$ cat src/rtl/sync_frame_pkg.sv
// Shared definitions for the 1001-sync serial link (transmitter and detector).
package sync_frame_pkg;

    localparam int              SYNC_PRE_W    = 4;
    localparam logic [SYNC_PRE_W-1:0] SYNC_PREAMBLE = 4'b1001;

    typedef enum logic [1:0] {
        IDLE,
        PRE,
        DATA,
        GAP
    } tx_state_t;

    // After "100" a 1 would complete the sync pattern, so a 0 must be forced.
    function automatic logic stuff_needed(input logic [2:0] hist);
        return hist == 3'b100;
    endfunction

endpackage

$ cat src/rtl/sync_frame_tx_if.sv
// Load handshake and serial line of the sync frame transmitter.
interface sync_frame_tx_if #(
    parameter int DATA_W = 8
) ();
    logic              load_valid;
    logic [DATA_W-1:0] load_data;
    logic              load_ready;
    logic              dout;
    logic              dout_valid;
    logic              busy;
    logic              frame_done;

    modport master (
        output load_valid, load_data,
        input  load_ready, dout, dout_valid, busy, frame_done
    );

    modport slave (
        input  load_valid, load_data,
        output load_ready, dout, dout_valid, busy, frame_done
    );
endinterface

$ cat src/rtl/sync_frame_tx_bit_stuffer.sv
// History of the last three line bits and the resulting zero-stuff decision.
module bit_stuffer
    import sync_frame_pkg::*;
(
    input  logic clk,
    input  logic reset,
    input  logic clear,
    input  logic shift_en,
    input  logic bit_in,
    output logic stuff
);

    logic [2:0] hist;

    // A clear together with a shift starts the history with the new bit.
    always_ff @(posedge clk or posedge reset) begin
        if (reset)
            hist <= 3'b000;
        else if (shift_en)
            hist <= {(clear ? 2'b00 : hist[1:0]), bit_in};
        else if (clear)
            hist <= 3'b000;
    end

    assign stuff = stuff_needed(hist);

endmodule

$ cat src/rtl/sync_frame_tx.sv
// Serial frame transmitter: 1001 preamble, zero-stuffed MSB-first payload, idle gap.
module sync_frame_tx
    import sync_frame_pkg::*;
#(
    parameter int                    DATA_W     = 8,
    parameter logic [SYNC_PRE_W-1:0] PREAMBLE   = SYNC_PREAMBLE,
    parameter int                    GAP_CYCLES = 1,
    parameter bit                    STUFF_EN   = 1'b1
) (
    input  logic           clk,
    input  logic           reset,
    sync_frame_tx_if.slave bus
);

    localparam int CNT_W = $clog2(DATA_W);
    localparam int GAP_W = (GAP_CYCLES > 0) ? $clog2(GAP_CYCLES + 1) : 1;
    localparam logic [CNT_W-1:0] LAST_BIT = CNT_W'(DATA_W - 1);

    tx_state_t         state;
    logic [DATA_W-1:0] shreg;
    logic [CNT_W-1:0]  bcnt;
    logic [1:0]        pcnt;
    logic [GAP_W-1:0]  gcnt;
    logic              dout_q, dv_q, fd_q;

    logic hs, stuff_raw, stuff_bit, tx_bit, tx_en;

    assign hs        = bus.load_valid && bus.load_ready;
    assign stuff_bit = STUFF_EN && stuff_raw;

    // Bit going onto the line next cycle; the FSM state names what is being generated.
    always_comb begin
        tx_bit = 1'b0;
        tx_en  = 1'b0;
        case (state)
            IDLE: if (hs) begin
                tx_en  = 1'b1;
                tx_bit = PREAMBLE[SYNC_PRE_W-1];
            end
            PRE: begin
                tx_en  = 1'b1;
                tx_bit = PREAMBLE[~pcnt];
            end
            DATA: begin
                tx_en  = 1'b1;
                tx_bit = stuff_bit ? 1'b0 : shreg[DATA_W-1];
            end
            default: ;
        endcase
    end

    bit_stuffer u_stuffer (
        .clk      (clk),
        .reset    (reset),
        .clear    (hs),
        .shift_en (tx_en),
        .bit_in   (tx_bit),
        .stuff    (stuff_raw)
    );

    always_ff @(posedge clk or posedge reset) begin
        if (reset) begin
            state  <= IDLE;
            shreg  <= '0;
            bcnt   <= '0;
            pcnt   <= '0;
            gcnt   <= '0;
            dout_q <= 1'b0;
            dv_q   <= 1'b0;
            fd_q   <= 1'b0;
        end else begin
            dout_q <= tx_bit;
            dv_q   <= tx_en;
            fd_q   <= 1'b0;
            case (state)
                IDLE: if (hs) begin
                    shreg <= bus.load_data;
                    bcnt  <= '0;
                    pcnt  <= 2'd1;
                    state <= PRE;
                end
                PRE: begin
                    pcnt <= pcnt + 2'd1;
                    if (pcnt == 2'd3)
                        state <= DATA;
                end
                DATA: if (!stuff_bit) begin
                    shreg <= shreg << 1;
                    bcnt  <= bcnt + CNT_W'(1);
                    if (bcnt == LAST_BIT) begin
                        fd_q  <= 1'b1;
                        gcnt  <= '0;
                        state <= GAP;
                    end
                end
                GAP: begin
                    // Entered while the last payload bit is on the line, so it
                    // is held for GAP_CYCLES further cycles before IDLE.
                    if (gcnt == GAP_W'(GAP_CYCLES))
                        state <= IDLE;
                    else
                        gcnt <= gcnt + GAP_W'(1);
                end
                default: state <= IDLE;
            endcase
        end
    end

    assign bus.load_ready = (state == IDLE) && !reset;
    assign bus.busy       = (state != IDLE);
    assign bus.dout       = dout_q;
    assign bus.dout_valid = dv_q;
    assign bus.frame_done = fd_q;

endmodule

$ cat src/flat_wrapper.sv
// flat-port wrapper written by rule: the top's interface ports become plain ports
module sync_frame_tx_flat import sync_frame_pkg::*;
#(
    parameter int                    DATA_W     = 8,
    parameter logic [SYNC_PRE_W-1:0] PREAMBLE   = SYNC_PREAMBLE,
    parameter int                    GAP_CYCLES = 1,
    parameter bit                    STUFF_EN   = 1'b1
)
  (clk, reset, bus_load_valid, bus_load_data, bus_load_ready, bus_dout, bus_dout_valid, bus_busy, bus_frame_done);
  sync_frame_tx_if #(.DATA_W(DATA_W)) bus_i ();
  input  logic clk;
  input  logic reset;
  input wire logic [$bits(bus_i.load_valid)-1:0] bus_load_valid;
  input wire logic [$bits(bus_i.load_data)-1:0] bus_load_data;
  output wire logic [$bits(bus_i.load_ready)-1:0] bus_load_ready;
  output wire logic [$bits(bus_i.dout)-1:0] bus_dout;
  output wire logic [$bits(bus_i.dout_valid)-1:0] bus_dout_valid;
  output wire logic [$bits(bus_i.busy)-1:0] bus_busy;
  output wire logic [$bits(bus_i.frame_done)-1:0] bus_frame_done;
  assign bus_i.load_valid = bus_load_valid;
  assign bus_i.load_data = bus_load_data;
  assign bus_load_ready = bus_i.load_ready;
  assign bus_dout = bus_i.dout;
  assign bus_dout_valid = bus_i.dout_valid;
  assign bus_busy = bus_i.busy;
  assign bus_frame_done = bus_i.frame_done;
  sync_frame_tx #(.DATA_W(DATA_W), .PREAMBLE(PREAMBLE), .GAP_CYCLES(GAP_CYCLES), .STUFF_EN(STUFF_EN)) u_core (.clk(clk), .reset(reset), .bus(bus_i));
endmodule
$ cat config.mk
export PLATFORM = sky130hd
export DESIGN_NAME = sync_frame_tx_flat
export DESIGN_NICKNAME = d
export VERILOG_FILES = /design/src/rtl/sync_frame_pkg.sv /design/src/rtl/sync_frame_tx_if.sv /design/src/rtl/sync_frame_tx_bit_stuffer.sv /design/src/rtl/sync_frame_tx.sv /design/src/flat_wrapper.sv
export SDC_FILE = /design/constraint.sdc
export NUM_CORES = 1
export LEC_CHECK = 0
export CORE_MARGIN = 1.5
export CORE_UTILIZATION = 35
export DETAILED_ROUTE_END_ITERATION = 10
export GPL_TIMING_DRIVEN = 1
export PLACE_DENSITY = 0.56
export SYNTH_ARGS = -nofsm -noshare
export SYNTH_HDL_FRONTEND = slang
export SYNTH_SLANG_ARGS = --single-unit
$ cat constraint.sdc
create_clock -name clk -period 1.85 [get_ports clk]
set_input_delay 0.555 -clock clk [delete_from_list [all_inputs] [get_ports clk]]
set_output_delay 0.555 -clock clk [all_outputs]
set_load 0.01 [all_outputs]
==> results of run 1 <==
-- per-layer routing --
| metal | share of wire (%) | track usage [%] |
|---|---|---|
| met5 | 0 | 0 |
| met4 | 0.91 | 6.38 |
| met3 | 3.0 | 2.52 |
| met2 | 47 | 24.7 |
| met1 | 49 | 19.9 |
-- synthesized netlist by cell type, drive strengths merged --
| library cell | n |
|---|---|
| o2bb2ai | 2 |
| a221o | 1 |
| and3 | 1 |
| dfrtp | 22 |
| or3 | 1 |
| a31oi | 2 |
| nand3 | 2 |
| and2 | 1 |
| inv | 10 |
| ha | 9 |
| a311oi | 1 |
| nor2b | 2 |
| o32a | 1 |
| a2bb2oi | 5 |
| a32o | 2 |
| and3b | 1 |
| nor2 | 8 |
| a32oi | 1 |
| o221ai | 1 |
| nand2b | 2 |
| o21ai | 6 |
| a21oi | 7 |
| or3b | 1 |
| mux2i | 3 |
| clkbuf | 1 |
| nor3b | 1 |
| o22ai | 6 |
| nand3b | 1 |
| mux2 | 1 |
| buf | 5 |
| nand2 | 10 |
-- area by class of cell --
cell class	count	area share, %
Inverter	10	2.40
Tap cell	46	3.69
Sequential cell	22	35.3
Timing Repair Buffer	32	17.6
Clock inverter	1	1.92
Clock buffer	3	1.44
Multi-Input combinational cell	79	37.7
-- power groups by stage --
stage,clock network [W],logic [W],registers [W]
finish,0.000376,0.00154,0.000836
global route,0.000408,0.00173,0.000861
CTS,0.000390,0.00151,0.000831
detailed placement,0,0.00151,0.000837
global placement,0,0.00148,0.000830
floorplan,0,0.00103,0.000833
-- timing repair --
action | in CTS | in global routing
setup endpoints to repair | 2 | 2
setup buffers | 0 | 1
pin swaps | 0 | 2
hold endpoints to repair | 0 | 0
resized for setup | 7 | 6
-- cell families (layout without fill, tap and decap cells) --
logic type | count (synthesis) | count (layout) | synth area share [%]
DFF | 22 | 22 | 45.9
buffers and inverters | 16 | 46 | 6.26
adders and majority gates | 9 | 9 | 9.38
and+or+nand+nor | 31 | 31 | 13.0
AOI/OAI and AO/OA | 35 | 35 | 21.7
muxes | 4 | 4 | 3.75
-- worst paths after layout --
path                                              from                          end  slack (ns)
setup / recovery           u_core.state[1]$_DFFE_PP0P_  u_core.state[1]$_DFFE_PP0P_        0.06
hold / removal                                   reset    u_core.bus.dout$_DFF_PP0_        0.27
setup reg to reg           u_core.state[1]$_DFFE_PP0P_  u_core.state[1]$_DFFE_PP0P_        0.06
hold reg to reg            u_core.shreg[0]$_DFFE_PP0P_  u_core.shreg[0]$_DFFE_PP0P_        0.50
max in group asynchronous                        reset  u_core.shreg[6]$_DFFE_PP0P_        1.13
min in group clk           u_core.shreg[0]$_DFFE_PP0P_  u_core.shreg[0]$_DFFE_PP0P_        0.50
-- worst max-delay path, delay by kind of cell (launching register included) --
family | cells | cell delay (ns)
muxes | 1 | 0.31
AOI/OAI and AO/OA | 1 | 0.37
adders and majority gates | 1 | 0.19
buffers and inverters | 2 | 0.27
and+or+nand+nor | 1 | 0.15
DFF | 1 | 0.41
-- flip-flops by register name, indices dropped and copies added, names as in the netlist --
register,count
u_core.bcnt,3
u_core.bus.dout,1
u_core.bus.dout_valid,1
u_core.bus.frame_done,1
u_core.gcnt,1
u_core.pcnt,2
u_core.shreg,8
u_core.state,2
u_core.u_stuffer.hist,3
-- through the flow --
| step | cell area (um^2) | total power (W) | cells | TNS (ns) |
|---|---|---|---|---|
| floorplan | 1200 | 0.00186 | 117 | 0 |
| global placement | 1490 | 0.00231 | 188 | -1.98 |
| detailed placement | 1490 | 0.00235 | 188 | -2.42 |
| CTS | 1540 | 0.00273 | 192 | 0 |
| global route | 1560 | 0.00299 | 193 | 0 |
| finish | 1560 | 0.00275 | 193 | 0 |
==> summary.txt, run 1 <==
Setup path
  – Worst endpoint data arrival time: 2.01 ns
  – Setup crit end kind: register
  – Crit-path max FO: 4
  – Crit-path slowest cell: dfrtp_1
  – CP Launch Type: register
  – Most frequent CP cell: buf_4
  – Crit path largest cell delay: 0.41 ns
  – Crit path required time: 2.07 ns
  – Crit-path cells: buf_4 -> buf_4 -> ha_1 -> a221o_2 -> nor2_2 -> mux2_4
  – CP Class: register to register
  – Worst R2R Path Depth: 6

Detailed routing
  – WL per Instance: 13.1 um
  – Drt pass-1 iters: 4
  – Post-Route WL: 2530 um
  – Number of routed nets with antenna violations: 0
  – Vias: 956
  – Drt initial violations: 32
  – DRC: 0
  – Vias per cell: 4.95

Synth
  – Top-area cell type share of the netlist area: 45.9%
  – Sequential area share after synthesis: 45.9%
  – Cell taking the most area after synthesis: dfrtp_1
  – Seq cells post-synth: 22
  – Mapped Area: 0.00120 mm^2
  – Top post-synthesis cells by area: dfrtp_1, ha_1, a2bb2oi_1
  – Avg Inst Size Synth: 10.3 um^2
  – Distinct cells, synth: 36
  – Synth Net Count: 137
  – Synth Instances: 117
  – Synth Warn #: 0

Global route
  – Initial antenna violation count: 0
  – Overflow after GRT: 0
  – Vias in the first global route: 966
  – Pin count of the biggest net entering global routing: 21
  – GRT Total Usage: 15.2%
  – First-pass GRT wire length: 4190 um

STA
  – Slew headroom: 76.4%
  – RSZ-0062 raised after global routing: no
  – Fmax: 558 MHz
  – Count of pins over their slew limit: 0
  – Worst setup margin: 0.0564 ns
  – Layout Skew: 0.00731 ns
  – Hold_ws: 0.265 ns
  – Post-layout min period: 1.79 ns
  – Final Cycle Share: 97.0%
  – Slew @ Worst Pin: 0.354 ns
  – Final hold vios: 0
  – Setup-failing EPs final: 0

Clock tree
  – Max clock buf depth: 2
  – CTS Hold Bufs: 0
  – Clock transition at path regs: 0.13 ns
  – H-tree levels: 1
  – Clk_lat worst skew: 0.31 ns
  – CTS tree: yes
  – Root Driver: clkbuf_4
  – CTS Buf Count: 3
  – Clock sinks: 22

Power and ir drop
  – Psw: 0.00104 W
  – Int Pwr: 0.00171 W
  – Worst vdd ir: 0.713 mV
  – Pwr/cell area: 1760 mW/mm^2
  – Leakage: 0.733 nW
  – Clock share of power: 13.7%
  – Share of power burned in registers: 30.3%
  – Combinational power share: 56.0%
  – Switching share of power: 37.7%

Layout
  – Layout Utilization: 47.2%
  – Most frequent cells in the layout: dfrtp_1, buf_4, clkdlybuf4s50_1
  – Layout cells sized above 1: 22.4%
  – Area growth, synth to finish: 30.1%
  – ANT cells: 0
  – Multi-input gate area: 588 um^2
  – # nets final: 168
  – Commonest non-fill, non-tap cell in the layout: dfrtp_1
  – Reg area: 551 um^2
  – Filler instances: 340

Placement
  – Gp weighted congestion: 0.759
  – PortBufs: 15
  – Place WS: -0.394 ns
  – Final HPWL DP: 1930 um

Status
  – Status: finished, final reports clean

Die
  – Number of top-level pins: 16
  – # rows: 21
  – DIE WIDTH: 61.6 um
  – Die Y-Extent: 61.6 um
  – Core Area: 0.00331 mm^2
  – Initial Util: 36.2%
  – Die ar.: 0.00379 mm^2

Flow run
  – Max-Cap Viols: 0

Worst hold path
  – Hold/Removal Path Class: primary input to asynchronous set/reset pin
Note: power is estimated with default switching activity, not from simulation.
==> run 2: changes to the inputs <==
Settings changed: SETUP_SLACK_MARGIN from default to 0.05.
==> summary.txt, run 2 (synthesis gave the netlist of run 1 again) <==
Status
  – Status: finished, final reports clean

STA
  – Slew @ Worst Pin: 0.354 ns
  – RSZ-0062 raised after global routing: yes
  – Slew headroom: 76.3%
  – Setup tns final: 0 ns
  – Hold_ws: 0.375 ns
  – Final hold vios: 0
  – Fmax: 565 MHz
  – Setup-failing EPs final: 0
  – Count of pins over their slew limit: 0
  – Final Cycle Share: 95.6%
  – Post-layout min period: 1.77 ns
  – Layout Skew: 0.00721 ns

Detailed routing
  – Vias per cell: 4.97
  – DRC: 0
  – Routed length on met2: 1220 um
  – Post-Route M1 WL: 1240 um
  – Drt pass-1 iters: 4
  – DR top layer: met4
  – Vias: 955
  – WL per Instance: 13.4 um
  – Drt initial violations: 27
  – Routed wl met3: 86 um
  – Post-Route WL: 2570 um
  – Number of routed nets with antenna violations: 0

Die
  – DIE WIDTH: 61.6 um
  – Initial Util: 36.2%
  – Die ar.: 0.00379 mm^2
  – Number of top-level pins: 16
  – Core Area: 0.00331 mm^2
  – # rows: 21
  – Die Y-Extent: 61.6 um

Setup path
  – Crit-path slowest cell: dfrtp_1
  – Worst endpoint data arrival time: 1.21 ns
  – Crit path largest cell delay: 0.41 ns
  – Most frequent CP cell: inv_2
  – CP Launch Type: register
  – Crit path required time: 1.29 ns
  – Crit-path cells: inv_2 -> ha_4 -> inv_2 -> nor2_1 -> buf_2
  – Worst R2R Path Depth: 6
  – Crit-path max FO: 3
  – CP Class: register to output pin
  – Setup crit end kind: output pin

Clock tree
  – CTS Buf Count: 3
  – H-tree levels: 1
  – CTS tree: yes
  – Clk_lat worst skew: 0.31 ns
  – Clock sinks: 22
  – Clock transition at path regs: 0.13 ns
  – CTS Hold Bufs: 0
  – Max clock buf depth: 2
  – Root Driver: clkbuf_4

Worst hold path
  – Hold/Removal Path Class: primary input to asynchronous set/reset pin

Placement
  – Final HPWL DP: 1930 um
  – PortBufs: 15
  – Post-DP Area: 0.00149 mm^2
  – Gp weighted congestion: 0.759

Power and ir drop
  – Worst vdd ir: 0.710 mV
  – Power Total: 0.00275 W
  – Leakage: 0.751 nW
  – Pwr/cell area: 1770 mW/mm^2

Flow run
  – Max-Cap Viols: 0

Layout
  – Final instance area: 0.00156 mm^2
  – # nets final: 167
  – Largest Register: u_core.shreg
  – Biggest regs: u_core.shreg (8), u_core.bcnt (3), u_core.u_stuffer.hist (3)
  – ANT cells: 0
  – Filler instances: 340
  – Area growth, synth to finish: 29.7%
  – Max reg flops: 8
  – Most frequent cells in the layout: dfrtp_1, buf_4, nand2_1, clkdlybuf4s50_1
  – Commonest non-fill, non-tap cell in the layout: dfrtp_1
  – Layout cells sized above 1: 22.6%

Global route
  – Initial antenna violation count: 0
  – Overflow after GRT: 0
  – First-pass GRT wire length: 4200 um
  – Pin count of the biggest net entering global routing: 21
  – Vias in the first global route: 967
  – GRT Total Usage: 15.2%
==> run 2: worst max-delay path: cells and delay by family, from the launching register on <==
family / cells / cell delay, ns
flip-flops: 1 / 0.41
adder cells (fa/ha/maj): 1 / 0.14
AND/OR/NAND/NOR: 1 / 0.09
buffers and inverters: 3 / 0.26
==> run 2: timing repair <==
action                                  4_1_cts  5_1_grt
buffers inserted                              0        0
pin swaps                                     0        2
endpoints found under the setup margin        2        4
cloned                                        0        0
resized for setup                            13        5
==> run 2: layout make-up <==
cell class	instances	area, um^2	share of cell area [%]
multi-input cells	79	594	38.2
well taps	46	57.6	3.70
flip-flops and latches	22	551	35.4
clock inverters	1	30.0	1.93
inverters	10	37.5	2.41
clock buffers	3	22.5	1.45
repair buffers	31	264	17.0
==> run 2: path summary, 6_finish.rpt <==
path	slack, ns	start	endpoint
max	0.08	u_core.state[0]$_DFFE_PP0P_	bus_load_ready
min	0.38	reset	u_core.bus.dout$_DFF_PP0_
max reg2reg	0.12	u_core.state[0]$_DFFE_PP0P_	u_core.state[1]$_DFFE_PP0P_
min reg2reg	0.50	u_core.shreg[0]$_DFFE_PP0P_	u_core.shreg[0]$_DFFE_PP0P_
max in group asynchronous	1.02	reset	u_core.shreg[6]$_DFFE_PP0P_
min in group clk	0.50	u_core.shreg[0]$_DFFE_PP0P_	u_core.shreg[0]$_DFFE_PP0P_
==> run 2: through the flow <==
stage	utilization [%]	setup WS (ns)	instances
after floorplan	-	0.113	117
after global placement	45.0	-0.356	188
after detailed placement	45.0	-0.394	188
after CTS	46.6	0.0557	192
after global routing	47.0	-0.00307	192
final	47.0	0.0813	192
==> run 2: report_power, final <==
group	switching (W)	total, W	internal, W
logic	0.000764	0.00154	0.000776
clock network	0.000157	0.000376	0.000219
registers	0.000134	0.000837	0.000703
total	0.00105	0.00275	0.00170
==> run 2: per-layer routing <==
layer	global-route usage (%)	vias up
li1	-	476
met1	20.1	461
met2	24.7	16
met3	2.52	2
met4	6.38	0
met5	0	-
==> run 3: changes to the inputs <==
Settings changed: SLEW_MARGIN from default to 15.
==> results of run 3 <==
No change in the layout: final DEF, timing and power equal those of run 2.
